[config.mk]
export PLATFORM = sky130hd
export DESIGN_NAME = hazard_ctrl
export DESIGN_NICKNAME = d
export VERILOG_FILES = /design/src/rtl/hazard_ctrl.sv
export SDC_FILE = /design/constraint.sdc
export NUM_CORES = 1
export LEC_CHECK = 0
export BUFFER_PORTS_ARGS = -buffer_cell sky130_fd_sc_hd__buf_2
export CORE_MARGIN = 5
export CORE_UTILIZATION = 46
export CTS_BUF_LIST = sky130_fd_sc_hd__clkbuf_16
export DETAILED_ROUTE_END_ITERATION = 10
export GPL_TIMING_DRIVEN = 1
export PLACE_DENSITY_LB_ADDON = 0.3
export SYNTH_ARGS = -nofsm -noshare
export SYNTH_HDL_FRONTEND = slang
export SYNTH_SLANG_ARGS = --single-unit
[constraint.sdc]
create_clock -name clk -period 2.05 [get_ports clk]
set_input_delay 0.41 -clock clk [delete_from_list [all_inputs] [get_ports clk]]
set_output_delay 0.41 -clock clk [all_outputs]
set_load 0.005 [all_outputs]
[src/rtl/hazard_ctrl.sv]
// Pipeline hazard control for the 5-stage MIPS core: operand forwarding,
// load-use and HI/LO interlocks, branch flush, mult/div occupancy, sticky
// halt and a saturating stall-cycle counter.
module hazard_ctrl #(
    parameter int unsigned MD_LAT = 4,
    parameter int unsigned CW     = 16
) (
    input  logic          clk,
    input  logic          rst_n,
    input  logic [4:0]    id_r1_pos,
    input  logic [4:0]    id_r2_pos,
    input  logic          id_uses_r1,
    input  logic          id_uses_r2,
    input  logic          id_uses_hilo,
    input  logic [4:0]    ex_r1_pos,
    input  logic [4:0]    ex_r2_pos,
    input  logic [4:0]    ex_dst,
    input  logic          ex_memread,
    input  logic          ex_md_start,
    input  logic          ex_branch,
    input  logic          ex_halt,
    input  logic [4:0]    mem_dst,
    input  logic          mem_regwrite,
    input  logic [4:0]    wb_dst,
    input  logic          wb_regwrite,
    output logic          pc_en,
    output logic          if_id_en,
    output logic          if_id_clr,
    output logic          id_ex_en,
    output logic          id_ex_clr,
    output logic          ex_mem_en,
    output logic          mem_wb_en,
    output logic [1:0]    fwd_a,
    output logic [1:0]    fwd_b,
    output logic          md_busy,
    output logic [CW-1:0] stall_cnt
);

    localparam int unsigned MDW = (MD_LAT > 1) ? $clog2(MD_LAT) : 1;

    typedef enum logic [1:0] {
        RUN     = 2'd0,
        MD_BUSY = 2'd1,
        HALT    = 2'd2
    } state_t;

    state_t         state;
    state_t         state_nx;
    logic [MDW-1:0] md_cnt;
    logic [MDW-1:0] md_cnt_nx;

    logic           load_use;
    logic           hilo_stall;
    logic [1:0]     fwd_a_raw;
    logic [1:0]     fwd_b_raw;

    // Hazard detection and forwarding selects; EX/MEM result is the youngest so it wins.
    always_comb begin
        fwd_a_raw = 2'b00;
        fwd_b_raw = 2'b00;
        if (mem_regwrite && (mem_dst != 5'd0) && (mem_dst == ex_r1_pos)) begin
            fwd_a_raw = 2'b01;
        end else if (wb_regwrite && (wb_dst != 5'd0) && (wb_dst == ex_r1_pos)) begin
            fwd_a_raw = 2'b10;
        end
        if (mem_regwrite && (mem_dst != 5'd0) && (mem_dst == ex_r2_pos)) begin
            fwd_b_raw = 2'b01;
        end else if (wb_regwrite && (wb_dst != 5'd0) && (wb_dst == ex_r2_pos)) begin
            fwd_b_raw = 2'b10;
        end
        load_use   = ex_memread && (ex_dst != 5'd0) &&
                     ((id_uses_r1 && (id_r1_pos == ex_dst)) ||
                      (id_uses_r2 && (id_r2_pos == ex_dst)));
        hilo_stall = md_busy && id_uses_hilo;
    end

    // Pipeline enables/bubbles: reset and halt freeze everything, branch flush beats stalls.
    always_comb begin
        pc_en     = 1'b0;
        if_id_en  = 1'b0;
        if_id_clr = 1'b0;
        id_ex_en  = 1'b0;
        id_ex_clr = 1'b0;
        ex_mem_en = 1'b0;
        mem_wb_en = 1'b0;
        fwd_a     = 2'b00;
        fwd_b     = 2'b00;
        if (rst_n && (state != HALT)) begin
            fwd_a     = fwd_a_raw;
            fwd_b     = fwd_b_raw;
            id_ex_en  = 1'b1;
            ex_mem_en = 1'b1;
            mem_wb_en = 1'b1;
            if (ex_branch) begin
                pc_en     = 1'b1;
                if_id_en  = 1'b1;
                if_id_clr = 1'b1;
                id_ex_clr = 1'b1;
            end else if (load_use || hilo_stall) begin
                id_ex_clr = 1'b1;
            end else begin
                pc_en    = 1'b1;
                if_id_en = 1'b1;
            end
        end
    end

    // Next-state: mult/div occupancy countdown and sticky halt (squashed by a taken branch).
    always_comb begin
        state_nx  = state;
        md_cnt_nx = md_cnt;
        case (state)
            RUN: begin
                if (ex_md_start) begin
                    state_nx  = MD_BUSY;
                    md_cnt_nx = MDW'(MD_LAT - 1);
                end
            end
            MD_BUSY: begin
                if (md_cnt == '0) begin
                    state_nx = RUN;
                end else begin
                    md_cnt_nx = md_cnt - MDW'(1);
                end
            end
            HALT: begin
                state_nx = HALT;
            end
            default: begin
                state_nx = RUN;
            end
        endcase
        if (ex_halt && !ex_branch) begin
            state_nx = HALT;
        end
    end

    // State and mult/div counter registers.
    always_ff @(posedge clk or negedge rst_n) begin
        if (!rst_n) begin
            state  <= RUN;
            md_cnt <= '0;
        end else begin
            state  <= state_nx;
            md_cnt <= md_cnt_nx;
        end
    end

    assign md_busy = (state == MD_BUSY);

    // Saturating count of cycles the PC was held while not halted.
    always_ff @(posedge clk or negedge rst_n) begin
        if (!rst_n) begin
            stall_cnt <= '0;
        end else if ((state != HALT) && !pc_en && (stall_cnt != {CW{1'b1}})) begin
            stall_cnt <= stall_cnt + CW'(1);
        end
    end

endmodule

# After elaboration in Yosys (flattened, before gate mapping)
# Cells that the tools add are included.
dict set report word_totals {
  mem_bits_rw 0
  in_bits 46
  wordCells 68
  memories 0
  latch_bits 0
  output_inout_bits 28
  regBits 20
  romBits 0
}
dict set report op_classes {
  shifts 0
  n_addsub 2
  n_eq_ne 14
  multipliers 0
  reduce_logical 27
  n_div 0
  muxes 22
  n_bitwise 0
  n_lt_le_gt_ge 0
}
# cell n
set ops {}
lappend ops {{$eq A5 B5 Y1} 6}
lappend ops {{$mux W2} 11}
lappend ops {{$add A16 B1 Y16 const B} 1}
lappend ops {{$ne A16 B16 Y1 const B} 1}
lappend ops {{$logic_and A1 B1 Y1} 15}
lappend ops {{$reduce_bool A5 Y1} 3}
lappend ops {{$mux W1} 9}
lappend ops {{$ne A2 B2 Y1 const B} 3}
lappend ops {{$pmux W2 S3} 1}
lappend ops {{$logic_not A2 Y1} 2}
lappend ops {{$pmux W2 S2} 1}
lappend ops {{$ne A3 B1 Y1 const B} 1}
lappend ops {{$ne A3 B3 Y1 const B} 1}
lappend ops {{$reduce_and A3 Y1} 1}
lappend ops {{$eq A2 B1 Y1 const B} 1}
lappend ops {{$eq A2 B2 Y1 const B} 1}
lappend ops {{$logic_not A1 Y1} 2}
lappend ops {{$logic_or A1 B1 Y1} 2}
lappend ops {{$reduce_and A2 Y1} 1}
lappend ops {{$reduce_bool A2 Y1} 1}
lappend ops {{$sub A2 B1 Y2 const B} 1}

# Longest topological paths before layout
dict set report depth {
  ltp_word 11
  depth_mapped 7
  ltp_nobuf 6
}

# Worst setup path after synthesis
# OpenSTA, ideal clock, no wires.
dict set report synth_path {
  path_kind {register to output}
  startpoint {register state[0]}
  endpoint {output port fwd_a[1]}
  slack_ps -24
  arrival_ps 1664
  path_stages_with_launch 8
  cell_sequence {dfrtp_1 buf_2 nand2b_1 nand2_1 inv_1 o211ai_1 or4_1 nor4_1}
}
dict set report synth_between {
  elab_chain_len 3
}
# item line_no
set synth_lines {}
lappend synth_lines {{start: declaration} 47} ;# state_t state;
lappend synth_lines {{start signal: assignment} 144} ;# state <= state_nx;
lappend synth_lines {{$ne A2 B2 Y1} 88} ;# if (rst_n && (state != HALT)) begin
lappend synth_lines {{$logic_and A1 B1 Y1} 88}
lappend synth_lines {{$mux W2} 88}
lappend synth_lines {{end: declaration} 33} ;# output logic [1:0] fwd_a,
# Every way passes these cells.

# Worst setup path in the final report
dict set report layout_path {
  startpoint {register state[1]}
  endpoint {output port fwd_b[1]}
}
dict set report layout_between {
  elab_chain_len 3
}
# item line_no
set layout_lines {}
lappend layout_lines {{$ne A2 B2 Y1} 88}
lappend layout_lines {{$logic_and A1 B1 Y1} 88}
lappend layout_lines {{$mux W2} 88}
lappend layout_lines {{end: declaration} 34} ;# output logic [1:0] fwd_b,
# Every way passes these cells.

==> run_results.csv <==
group,metric,value,unit
outcome,status,"finished with violations",
outcome,failed_checks,"setup timing",
floorplanning,fp.dieH,66.7,microns
synthesis,synth-compound-area-share,6.60,%
synthesis,synth_top_family_by_area,"XOR/XNOR gates",
synthesis,synth_area_leaders,"dfrtp_1, xnor2_1, xor2_1",
worst_setup_path,cp-start-kind,"flop",
synthesis,yosysTopAreaCellShare,33.8,%
timing,hold-worst-slack,0.175,ns
worst_setup_path,ff2ff_path_depth,5,
synthesis,syn_nets,214,
timing,hold_violations,0,
clock_tree,htree_num_levels,1,
clock_tree,clock_latency,0.25,ns
power_and_ir_drop,pwr_density_cell,716,nW/um^2
timing,skew,0.00111,ns
timing,max_slew.worst_pin.slew,0.325,ns
timing,timing.fmax,466,MHz
power_and_ir_drop,leakagePower,1.08,nW
worst_setup_path,worstPathMaxFanout,2,
worst_setup_path,crit_arrival,1.74,ns
detailed_routing,wire_per_inst,13.5,microns
synthesis,syn_area_per_cell,8.91,sq um
detailed_routing,firstDrtPassIters,4,
timing,setup_viol,5,
synthesis,yosys_warnings,0,
placed_design,portBuffers,73,
placed_design,place.gp.congestion,0.846,
flow_run,cap_violations,0,
synthesis,synth_seq_cells,20,
timing,min_period_over_period,105,%
detailed_routing,antenna_left,0,
floorplanning,core,3080,sq um
clock_tree,cts_buffer_depth,2,
timing,slew_headroom,78.2,%
clock_tree,numClockSinks,20,
cells_and_area,post-route-util,70.9,%
synthesis,synth_fa_ha_area_share,1.69,%
detailed_routing,drc,0,
global_routing,first_global_vias,1568,
cells_and_area,fin_nets,310,
cells_and_area,multi_input_area,957,sq um
global_routing,antenna_found_initial,0,
cells_and_area,diodes,0,
worst_setup_path,worstReg2RegEnd,"stall_cnt[1]$_DFFE_PN0P_",
detailed_routing,routed_via_density,5.04,
clock_tree,cts_root_buffer,"clkbuf_16",
global_routing,grt_pass1_wl,6580,microns
synthesis,synthXorXnorAreaFrac,26.6,%
cells_and_area,drive_gt1_share,43.3,%
global_routing,grt_max_degree,22,
timing,timing.final.crit_period,2.15,ns
floorplanning,ios,74,
floorplanning,die_x,66.7,microns
min_path,hold_path_class,"in -> async",
worst_setup_path,reg2reg_slack,0.20,ns
worst_setup_path,r2r_start,"stall_cnt[4]$_DFFE_PN0P_",
cells_and_area,areaGrowthSynthToFinish,47.5,%
global_routing,grtUsageTotal,18.8,%
cells_and_area,nFillCells,274,
floorplanning,start_util,48.0,%
synthesis,yosysTopAreaCell,"dfrtp_1",
timing,setup_slack,-0.0973,ns
synthesis,ys_seq_area_share,33.8,%
placed_design,post-dp-hpwl,3270,microns
power_and_ir_drop,peakVddDrop,861,uV
worst_setup_path,criticalPathCategory,"reg -> out",
global_routing,grt-ovfl-total,0,
synthesis,muxShareOfSynthArea,1.69,%
floorplanning,row_count,20,
worst_setup_path,worstPathRequired,1.64,ns
worst_setup_path,endpoint_kind,"output pin",
synthesis,yosys.area_share.simple,24.8,%
synthesis,synth.distinct_cells,34,
detailed_routing,num_vias,1538,
clock_tree,tritoncts,"done",
cells_and_area,regArea,500,sq um
clock_tree,clkTransAtPathRegs,0.05,ns
synthesis,syn_area,1480,sq um
floorplanning,dieArea,4450,sq um
detailed_routing,routed_wl,4100,microns
synthesis,synthCells,166,
timing,final_max_slew_viol_count,0,
detailed_routing,drtIter0Drc,44,
clock_tree,numCtsBuffers,3,
timing,rsz0062_at_grt,"true",
layer usage:
metal	part of all wire (%)	track usage, %	routed length (microns)	vias to the layer above
met4	0.19	2.79	8	0
met1	42	22.7	1730	707
met2	50	33.5	2040	54
li1	-	-	-	775
met3	8.1	5.23	331	2
met5	0	0	0	-
sequential cells by signal (all words and copies together), names as in the netlist:
signal	count
md_cnt	2
state	2
stall_cnt	16
layout by cell type, fill, tap and decap left out, types with 2 or more instances in the layout:
cell type / n
and3_1: 6
nand3_1: 15
and4_1: 2
buf_4: 25
nor2_1: 10
or4_4: 3
nand4_1: 9
a21oi_1: 2
dfrtp_1: 20
inv_1: 7
xnor2_1: 34
o21ai_0: 3
xor2_1: 11
buf_2: 72
or4_1: 2
ha_1: 2
nor4_1: 2
nor3_1: 3
clkbuf_16: 3
nand2_1: 7
cell type report:
cell class | count | share of cell area, %
inverter | 8 | 1.38
sequential | 20 | 22.9
clock buffer | 3 | 3.44
clock inverter | 1 | 0.172
tap | 44 | 2.52
timing repair buffer | 98 | 25.6
multi-input combinational | 131 | 43.9
metrics by stage:
step	worst slack, ns	power [mW]	std cells	cell area, sq um	setup TNS, ns
6_report	-0.0973	1.56	305	2180	-0.307
5_1_grt	-0.232	1.66	305	2180	-0.673
4_1_cts	-0.140	1.55	303	2130	-0.408
3_5_place_dp	-0.223	1.13	296	2030	-0.709
3_3_place_gp	-0.188	1.12	296	2030	-0.621
2_1_floorplan	-0.00241	0.863	166	1500	-0.00482
worst max-delay path by stage:
stage / start / end / slack, ns / cells after the start
2_1_floorplan: state[0]$_DFFE_PN0P_ / fwd_a[1] / -0.002 / 7
3_3_place_gp: mem_dst[1] / fwd_b[1] / -0.19 / 6
3_5_place_dp: mem_dst[1] / fwd_a[1] / -0.22 / 6
4_1_cts: state[1]$_DFFE_PN0P_ / fwd_a[1] / -0.14 / 7
5_1_grt: state[1]$_DFFE_PN0P_ / fwd_b[1] / -0.23 / 7
6_report: state[1]$_DFFE_PN0P_ / fwd_b[1] / -0.1 / 7
Yosys cell counts:
cell type / instances
a211oi_1: 1
a21oi_1: 3
a22o_1: 1
a31oi_1: 1
a41o_1: 1
and2_4: 1
and3_1: 6
and4_1: 2
buf_2: 2
buf_4: 3
clkbuf_1: 2
dfrtp_1: 20
ha_1: 2
inv_1: 8
mux2_4: 1
mux2i_1: 1
nand2_1: 8
nand2b_1: 1
nand3_1: 15
nand4_1: 9
nor2_1: 10
nor2b_1: 1
nor3_1: 3
nor3b_1: 1
nor4_1: 4
o211ai_1: 1
o21a_1: 1
o21ai_0: 4
o22ai_1: 1
o2bb2ai_1: 1
or3_1: 1
or4_1: 5
xnor2_1: 34
xor2_1: 11
worst max-delay path, stage by stage, from the launching register on:
cell and delay (ns):
dfrtp_1 0.37, nand2b_1 0.11, nand2_2 0.07, inv_2 0.06, o211ai_1 0.10, or4_4 0.43, nor4_2 0.20, buf_2 0.15
cells by family after synthesis:
kind of cell | after synthesis
buffers and inverters | 15
adders and majority gates | 2
muxes | 2
xor gates and xnor gates | 45
DFF | 20
and+or+nand+nor | 67
AOI/OAI and AO/OA | 15
where the power goes:
group | leakage [nW] | switching [mW] | total, mW | internal (mW)
sequential | 0.258 | 0.0762 | 0.543 | 0.467
clock | 0.0385 | 0.140 | 0.399 | 0.260
combinational | 0.788 | 0.296 | 0.620 | 0.324
total | 1.08 | 0.511 | 1.56 | 1.05
what timing repair did:
item / in CTS / in global routing
endpoints found under the setup margin: 7 / 6
setup buffers: 3 / 2
gates resized for setup: 3 / 7
hold buffers: 0 / 0
pin swaps: 6 / 8
No activity file was read; power rests on OpenSTA's default activity.
